**config.mk**
```make
export PLATFORM = sky130hd
export DESIGN_NAME = fixed_mult_pipe_flat
export DESIGN_NICKNAME = d
export VERILOG_FILES = /design/src/rtl/fixed_mult_pkg.sv /design/src/rtl/fixed_mult_pipe_if.sv /design/src/rtl/fixed_round_sat.sv /design/src/rtl/fixed_mult_pipe.sv /design/src/flat_wrapper.sv
export SDC_FILE = /design/constraint.sdc
export NUM_CORES = 2
export LEC_CHECK = 0
export ABC_AREA = 1
export BUFFER_PORTS_ARGS = -buffer_cell sky130_fd_sc_hd__buf_2
export CORE_ASPECT_RATIO = 0.75
export CORE_MARGIN = 4
export CORE_UTILIZATION = 50
export DETAILED_ROUTE_END_ITERATION = 16
export PLACE_DENSITY = 0.69
export SLEW_MARGIN = 20
export SYNTH_ARGS = -nofsm -noshare
export SYNTH_HDL_FRONTEND = slang
export SYNTH_HIERARCHICAL = 1
export SYNTH_SLANG_ARGS = --single-unit
```
**constraint.sdc**
```tcl
create_clock -name clk -period 10.1 [get_ports clk]
set_input_delay 2.02 -clock clk [delete_from_list [all_inputs] [get_ports clk]]
set_output_delay 2.02 -clock clk [all_outputs]
set_load 0.1 [all_outputs]
```
**src/rtl/fixed_mult_pkg.sv**
```systemverilog
// Shared constants and helpers for the fixed-point multiplier datapath:
// rounding/saturation mode encodings, Q-format range limits and a parameter check.
package fixed_mult_pkg;

  localparam int ROUND_TRUNC   = 0;
  localparam int ROUND_HALF_UP = 1;
  localparam int SAT_WRAP      = 0;
  localparam int SAT_CLAMP     = 1;

  function automatic longint max_q(input int width);
    return (longint'(1) <<< (width - 1)) - 1;
  endfunction

  function automatic longint min_q(input int width);
    return -(longint'(1) <<< (width - 1));
  endfunction

  function automatic bit params_legal(input int width, input int frac_bits, input int stages,
                                      input int round_en, input int sat_en);
    return (width >= 8) && (width <= 32) &&
           (frac_bits >= 1) && (frac_bits <= width - 2) &&
           (stages >= 3) && (stages <= 6) &&
           ((round_en == ROUND_TRUNC) || (round_en == ROUND_HALF_UP)) &&
           ((sat_en == SAT_WRAP) || (sat_en == SAT_CLAMP));
  endfunction

endpackage

```
**src/rtl/fixed_mult_pipe_if.sv**
```systemverilog
// Operand/result handshake bundle of the fixed-point multiplier.
// master = operand producer / result consumer, slave = the multiplier.
interface fixed_mult_pipe_if #(
  parameter int WIDTH = 32
);
  logic                    in_valid;
  logic                    in_ready;
  logic signed [WIDTH-1:0] a_in;
  logic signed [WIDTH-1:0] b_in;
  logic                    out_valid;
  logic                    out_ready;
  logic signed [WIDTH-1:0] p_out;
  logic                    ovf_out;
  logic                    ovf_sticky;
  logic                    ovf_clr;

  modport master (
    output in_valid, a_in, b_in, out_ready, ovf_clr,
    input  in_ready, out_valid, p_out, ovf_out, ovf_sticky
  );

  modport slave (
    input  in_valid, a_in, b_in, out_ready, ovf_clr,
    output in_ready, out_valid, p_out, ovf_out, ovf_sticky
  );
endinterface

```
**src/rtl/fixed_round_sat.sv**
```systemverilog
// Combinational product post-processing: optional round-half-up, arithmetic
// shift by FRAC_BITS, then range check with saturate or wrap.
module fixed_round_sat
  import fixed_mult_pkg::*;
#(
  parameter int WIDTH     = 32,
  parameter int FRAC_BITS = 8,
  parameter int ROUND_EN  = 1,
  parameter int SAT_EN    = 1
) (
  input  logic signed [2*WIDTH-1:0] prod_i,
  output logic signed [WIDTH-1:0]   res_o,
  output logic                      ovf_o
);
  // One extra bit so adding the rounding half can never overflow.
  localparam int EW = 2*WIDTH + 1;
  localparam logic signed [EW-1:0] HALF    = EW'(1) <<< (FRAC_BITS - 1);
  localparam logic signed [EW-1:0] RND_ADD = (ROUND_EN == ROUND_HALF_UP) ? HALF : '0;
  localparam logic signed [WIDTH-1:0] MAX_W = WIDTH'(max_q(WIDTH));
  localparam logic signed [WIDTH-1:0] MIN_W = WIDTH'(min_q(WIDTH));

  function automatic logic signed [EW-1:0] round_shift(input logic signed [2*WIDTH-1:0] p);
    logic signed [EW-1:0] ext;
    ext = EW'(p) + RND_ADD;
    return ext >>> FRAC_BITS;
  endfunction

  // In range exactly when every bit from the result sign bit upward agrees.
  function automatic logic [WIDTH:0] range_limit(input logic signed [EW-1:0] s);
    logic                    ovf;
    logic signed [WIDTH-1:0] r;
    ovf = !((&s[EW-1:WIDTH-1]) || (~|s[EW-1:WIDTH-1]));
    r   = s[WIDTH-1:0];
    if (ovf && (SAT_EN == SAT_CLAMP)) r = s[EW-1] ? MIN_W : MAX_W;
    return {ovf, r};
  endfunction

  assign {ovf_o, res_o} = range_limit(round_shift(prod_i));

endmodule

```
**src/rtl/fixed_mult_pipe.sv**
```systemverilog
// Pipelined signed Q-format multiplier with a single global advance enable:
// the whole pipe moves or freezes together, STAGES cycles accept-to-output.
module fixed_mult_pipe
  import fixed_mult_pkg::*;
#(
  parameter int WIDTH     = 32,
  parameter int FRAC_BITS = 8,
  parameter int STAGES    = 3,
  parameter int ROUND_EN  = 1,
  parameter int SAT_EN    = 1
) (
  input logic              clk,
  input logic              rst_n,
  fixed_mult_pipe_if.slave bus
);
  localparam int PW = 2*WIDTH;
  localparam int ND = STAGES - 2;

  logic                    adv;
  logic                    vld_p1_q, vld_p1_d;
  logic signed [WIDTH-1:0] a_p1_q, a_p1_d, b_p1_q, b_p1_d;
  logic [ND-1:0]           vld_p2_q, vld_p2_d;
  logic signed [PW-1:0]    prod_p2_q [ND];
  logic signed [PW-1:0]    prod_p2_d [ND];
  logic signed [PW-1:0]    prod_full;
  logic signed [WIDTH-1:0] rs_res;
  logic                    rs_ovf;
  logic                    out_valid_q, out_valid_d;
  logic signed [WIDTH-1:0] p_out_q, p_out_d;
  logic                    ovf_out_q, ovf_out_d;
  logic                    ovf_sticky_q, ovf_sticky_d;

  assign adv          = !out_valid_q || bus.out_ready;
  assign bus.in_ready = adv;
  assign prod_full    = PW'(a_p1_q) * PW'(b_p1_q);

  fixed_round_sat #(
    .WIDTH(WIDTH), .FRAC_BITS(FRAC_BITS), .ROUND_EN(ROUND_EN), .SAT_EN(SAT_EN)
  ) u_round_sat (
    .prod_i (prod_p2_q[ND-1]),
    .res_o  (rs_res),
    .ovf_o  (rs_ovf)
  );

  always_comb begin
    vld_p1_d    = vld_p1_q;
    a_p1_d      = a_p1_q;
    b_p1_d      = b_p1_q;
    vld_p2_d    = vld_p2_q;
    prod_p2_d   = prod_p2_q;
    out_valid_d = out_valid_q;
    p_out_d     = p_out_q;
    ovf_out_d   = ovf_out_q;
    if (adv) begin
      // stage 1: operand capture
      vld_p1_d = bus.in_valid;
      a_p1_d   = bus.a_in;
      b_p1_d   = bus.b_in;
      // stage 2 .. STAGES-1: full product, then retiming delay line
      vld_p2_d[0]  = vld_p1_q;
      prod_p2_d[0] = prod_full;
      for (int i = 1; i < ND; i++) begin
        vld_p2_d[i]  = vld_p2_q[i-1];
        prod_p2_d[i] = prod_p2_q[i-1];
      end
      // final stage: round/saturate result register
      out_valid_d = vld_p2_q[ND-1];
      p_out_d     = rs_res;
      ovf_out_d   = vld_p2_q[ND-1] & rs_ovf;
    end
    ovf_sticky_d = ovf_sticky_q;
    if (bus.ovf_clr) ovf_sticky_d = 1'b0;
    if (out_valid_q && bus.out_ready && ovf_out_q) ovf_sticky_d = 1'b1;
  end

  always_ff @(posedge clk or negedge rst_n) begin
    if (!rst_n) begin
      vld_p1_q     <= 1'b0;
      vld_p2_q     <= '0;
      out_valid_q  <= 1'b0;
      p_out_q      <= '0;
      ovf_out_q    <= 1'b0;
      ovf_sticky_q <= 1'b0;
    end else begin
      vld_p1_q     <= vld_p1_d;
      vld_p2_q     <= vld_p2_d;
      out_valid_q  <= out_valid_d;
      p_out_q      <= p_out_d;
      ovf_out_q    <= ovf_out_d;
      ovf_sticky_q <= ovf_sticky_d;
    end
  end

  always_ff @(posedge clk) begin
    a_p1_q    <= a_p1_d;
    b_p1_q    <= b_p1_d;
    prod_p2_q <= prod_p2_d;
  end

  assign bus.out_valid  = out_valid_q;
  assign bus.p_out      = p_out_q;
  assign bus.ovf_out    = ovf_out_q;
  assign bus.ovf_sticky = ovf_sticky_q;

  always @(posedge clk) begin
    assert (params_legal(WIDTH, FRAC_BITS, STAGES, ROUND_EN, SAT_EN))
      else $error("fixed_mult_pipe: illegal parameter combination");
  end

endmodule

```
**src/flat_wrapper.sv**
```systemverilog
// flat-port wrapper written by rule: the top's interface ports become plain ports
module fixed_mult_pipe_flat import fixed_mult_pkg::*;
#(
  parameter int WIDTH     = 32,
  parameter int FRAC_BITS = 8,
  parameter int STAGES    = 3,
  parameter int ROUND_EN  = 1,
  parameter int SAT_EN    = 1
)
  (clk, rst_n, bus_in_valid, bus_a_in, bus_b_in, bus_out_ready, bus_ovf_clr, bus_in_ready, bus_out_valid, bus_p_out, bus_ovf_out, bus_ovf_sticky);
  fixed_mult_pipe_if #(.WIDTH(WIDTH)) bus_i ();
  input logic clk;
  input logic rst_n;
  input wire logic [$bits(bus_i.in_valid)-1:0] bus_in_valid;
  input wire logic [$bits(bus_i.a_in)-1:0] bus_a_in;
  input wire logic [$bits(bus_i.b_in)-1:0] bus_b_in;
  input wire logic [$bits(bus_i.out_ready)-1:0] bus_out_ready;
  input wire logic [$bits(bus_i.ovf_clr)-1:0] bus_ovf_clr;
  output wire logic [$bits(bus_i.in_ready)-1:0] bus_in_ready;
  output wire logic [$bits(bus_i.out_valid)-1:0] bus_out_valid;
  output wire logic [$bits(bus_i.p_out)-1:0] bus_p_out;
  output wire logic [$bits(bus_i.ovf_out)-1:0] bus_ovf_out;
  output wire logic [$bits(bus_i.ovf_sticky)-1:0] bus_ovf_sticky;
  assign bus_i.in_valid = bus_in_valid;
  assign bus_i.a_in = bus_a_in;
  assign bus_i.b_in = bus_b_in;
  assign bus_i.out_ready = bus_out_ready;
  assign bus_i.ovf_clr = bus_ovf_clr;
  assign bus_in_ready = bus_i.in_ready;
  assign bus_out_valid = bus_i.out_valid;
  assign bus_p_out = bus_i.p_out;
  assign bus_ovf_out = bus_i.ovf_out;
  assign bus_ovf_sticky = bus_i.ovf_sticky;
  fixed_mult_pipe #(.WIDTH(WIDTH), .FRAC_BITS(FRAC_BITS), .STAGES(STAGES), .ROUND_EN(ROUND_EN), .SAT_EN(SAT_EN)) u_core (.clk(clk), .rst_n(rst_n), .bus(bus_i));
endmodule
```
# [Word-level counts from Yosys, hierarchy flattened]
# Cells that the tools add are included.
[totals] ff_bits=165 out_inout_bits=36 inputBits=69 elab_cells=26
[op_classes] addsub=1 mux=4 n_bitwise=1 n_mul=1 n_reduce_logical=10
[op_table] operator="adder 64 x 9 -> 65 bit (second input constant)" n=1
[op_table] operator="multiplier 32 x 32 -> 64 bit" n=1
[op_table] operator="2-to-1 mux 32 bit" n=2
[op_table] operator="AND reduction 26 bit" n=1
[op_table] operator="OR reduction 26 bit" n=1
[op_table] operator="zero test 1 bit" n=3
[op_table] operator="logical AND 1 bit" n=2
[op_table] operator="logical OR 1 bit" n=2
[op_table] operator="2-to-1 mux 1 bit" n=2
[op_table] operator="nonzero test 2 bit" n=1
[op_table] operator="AND 1 bit" n=1

# [Longest topological paths before layout]
[logic_depth] ltp_word=6 mapped_depth=31 depth_no_buf=30

# [Modules after synthesis]
# The synthesis kept the hierarchy.
[modules_own_cells] module="fixed_mult_pipe" n_inst=1 cells_each=5173 seq_area_each_um2=4769.6 area_per_inst_um2=43825.8
[modules_own_cells] module="fixed_round_sat" n_inst=1 cells_each=581 seq_area_each_um2=0.0 area_per_inst_um2=2587.5

# [Worst setup path after synthesis]
# No wires, ideal clock.
[synth_timing] kind="register to register" start="register u_core.a_p1_q[31]" end="register u_core/prod_p2_q[62] (netlist bit) (data pin)" required_ps=9848 setup_slack_ps=2923 t_arrival_ps=6925 path_stages_with_launch=26 period_less_slack_ps=7177 n_path_buf=1 setup_ps=252 path_cell_list="edfxtp_1 clkbuf_1 nand2_1 inv_1 fa_1 fa_1 fa_1 fa_1 inv_1 fa_1 inv_1 fa_1 inv_1 fa_1 fa_1 inv_1 ha_1 a21oi_1 a21boi_0 nand2_1 nand2_1 nand2_1 a21oi_1 nand2_1 nand2_1 nand2_1"
[synth_between] elab_chain_len=1
[synth_rtl] element="start, declared" line="fixed_mult_pipe.sv:21" source="logic signed [WIDTH-1:0] a_p1_q, a_p1_d, b_p1_q, b_p1_d;"
[synth_rtl] element="start signal, assigned" line="fixed_mult_pipe.sv:95" source="a_p1_q <= a_p1_d;"
[synth_rtl] element="multiplier 32 x 32 -> 64 bit" line="fixed_mult_pipe.sv:35" source="assign prod_full = PW'(a_p1_q) * PW'(b_p1_q);"
[synth_rtl] element="via u_core.prod_full[62]" line="fixed_mult_pipe.sv:25" source="logic signed [PW-1:0] prod_full;"
[synth_rtl] element="end signal, assigned" line="fixed_mult_pipe.sv:97" source="prod_p2_q <= prod_p2_d;"
[synth_rtl] element="end, declared" line="fixed_mult_pipe.sv:23" source="logic signed [PW-1:0] prod_p2_q [ND];"
# The timed path passes the listed nets, and every way through them passes these cells.
# A chain may end at the register's enable or synchronous reset.

# [Final worst setup path]
[layout_timing] start="register u_core.a_p1_q[31]" end="register u_core/prod_p2_q[58] (netlist bit) (data pin)"
# Same word-level chain as after synthesis.

==> results.md <==
- Die height: 271 µm
- GRT overflow: 0
- Hold-critical path depth: 2
- Status: completed
- Max-cap violations: 0
- Fin crit share: 84.8%
- WL per Instance: 18.4 µm
- Crit end category: flop
- Core ar.: 0.0915 mm²
- Cts hold-fix bufs: 0
- Total track usage: 27.8%
- Vias in the first global route: 38513
- Worst-path maximum fanout: 19
- Fillcell total: 8636
- Reg2Reg Depth: 23
- Final setup viols: 0
- FF-to-FF Start: u_core/a_p1_q[31]
- Maximum clock path buffer count: 2
- Post-CTS Setup Repair Bufs: 0
- WP data arrival: 8870 ps
- Nets: 7072
- Worst-margin pin slew: 1130 ps
- First-pass GRT wire length: 212 mm
- Minimum clock period: 8570 ps
- Initial antenna violation count: 9
- Clock Skew: 19.9 ps
- DRC Markers: 0
- Vias: 35366
- R2r endpoint: u_core/prod_p2_q[58]
- Initial core utilization: 50.5%
- Clock Pin Slew Worst Setup and Hold Paths: 90 ps
- Clock Tree Root: clkbuf_16
- WS Path Type: reg2reg
- Synthesized instance count: 5744
- Layout cell share with drive strength beyond 1: 5.69%
- Post-cts sizing count: 0
- Boundary Pins: 105
- Die W: 359 µm
- Relative slew margins: 24.9%
- Routed Antenna Nets: 0
- Total clock sinks: 158
- DR iter-0 viols: 2797
- DRT Wirelength: 129 mm
- Data required time of the critical path: 10400 ps
- Avg Cell Area, Syn: 8.04 µm²
- Layout area overhead: 5.27%
- Post-Syn Nets: 7080
- Overall die area: 0.0974 mm²
- Crit path launch: u_core/a_p1_q[31]
- Setup TNS: 0 ps
- CTS tree: done
- # rows: 96
- Post-DP HPWL: 109 mm
- Via density: 5.07
- Cell Area, Synth: 0.0462 mm²
- Largest net degree at the start of global routing: 55
- Startpoint Class: flop
- Slew Viols, Final: 0
- Worst-skew pair later-pin latency: 540 ps
- Synthesis Warnings: 6
- Min-delay worst type: reg2reg
- Max Fclk: 117 MHz
- Pre-antenna DRT Iters: 6
- PortBufs: 104
- Unrepaired setup endpoints after global routing: false
- Register-to-register setup slack: 1530 ps
- H-tree levels: 4
- Hold_ws: 485 ps
- WHS Endpoint: u_core/bus.out_valid
- CTS Buf Count: 17
- Endpoints failing hold: 0
- Min-delay src: u_core/vld_p2_q
- Routability cong.: 0.989
-- sequential cells by signal (all words and copies together), names as in the netlist --
| signal | count |
|---|---|
| u_core/bus.out_valid | 1 |
| u_core/b_p1_q | 32 |
| u_core/prod_p2_q | 57 |
| u_core/a_p1_q | 32 |
| u_core/bus.ovf_sticky | 1 |
| u_core/bus.ovf_out | 1 |
| u_core/bus.p_out | 32 |
| u_core/vld_p1_q | 1 |
| u_core/vld_p2_q | 1 |
-- worst max-delay path, stage by stage, from the launching register on --
cell and delay [ps]:
edfxtp_1 850, buf_4 340, nand2_1 110, inv_1 140
fa_1 460, fa_1 490, fa_1 790, fa_1 990
inv_1 390, fa_1 580, inv_1 50, fa_1 530
inv_1 50, fa_1 470, inv_1 50, fa_1 450
ha_1 450, nand2_1 140, nor2_1 230, nand2_1 140
nor4_1 300, nand2_1 130, nand3_1 110, nand2_1 60
-- layout by cell type (no fill, tap or decap), types with 21 or more instances in the layout --
cell type,count
dfrtp_1,37
nand2_2,21
nand2_1,1697
nand4_1,43
fa_1,1082
mux2_2,33
buf_4,69
xor2_1,42
inv_1,1701
edfxtp_1,121
nor2_1,257
nand3_1,90
xnor2_1,28
a21oi_1,64
ha_1,185
buf_2,104
o21ai_0,34
-- per-layer routing --
layer	GRT usage, %	vias to the layer above	share of wire [%]
met5	0	-	0.033
met4	8.90	6	2.8
met3	6.76	232	9.9
met2	42.5	1509	44
met1	39.3	17560	43
li1	-	16059	-
-- per-stage QoR --
stage	instances	util (%)	setup slack (ps)	cell area (µm²)
after floorplan	5744	-	2920	46200
after global placement	6939	52.4	1670	48000
after detailed placement	6939	52.4	1550	48000
after CTS	6971	53.1	1550	48600
after global routing	6976	53.1	939	48600
final	6978	53.1	1530	48600
-- worst max path at each step --
stage                                       to  slack [ps]  depth (start not counted)
after detailed placement  u_core/prod_p2_q[58]        1550                         25
final                     u_core/prod_p2_q[58]        1530                         23
after global routing      u_core/prod_p2_q[61]         940                         26
after CTS                 u_core/prod_p2_q[61]        1550                         26
after floorplan           u_core/prod_p2_q[62]        2920                         25
after global placement    u_core/prod_p2_q[62]        1670                         25
-- final cells by class --
type,count,area (µm²),share of cell area (%)
well taps,1225,1530,3.15
multi-input cells,3674,34400,70.8
inverters,1709,6410,13.2
diodes,4,10.0,0.0206
repair buffers,176,1080,2.23
flip-flops and latches,158,4560,9.38
clock buffers,17,425,0.875
clock inverters,15,189,0.389
Power is not shown: default switching activity piles up to over one toggle a cycle in this logic, so the estimate is an artifact.
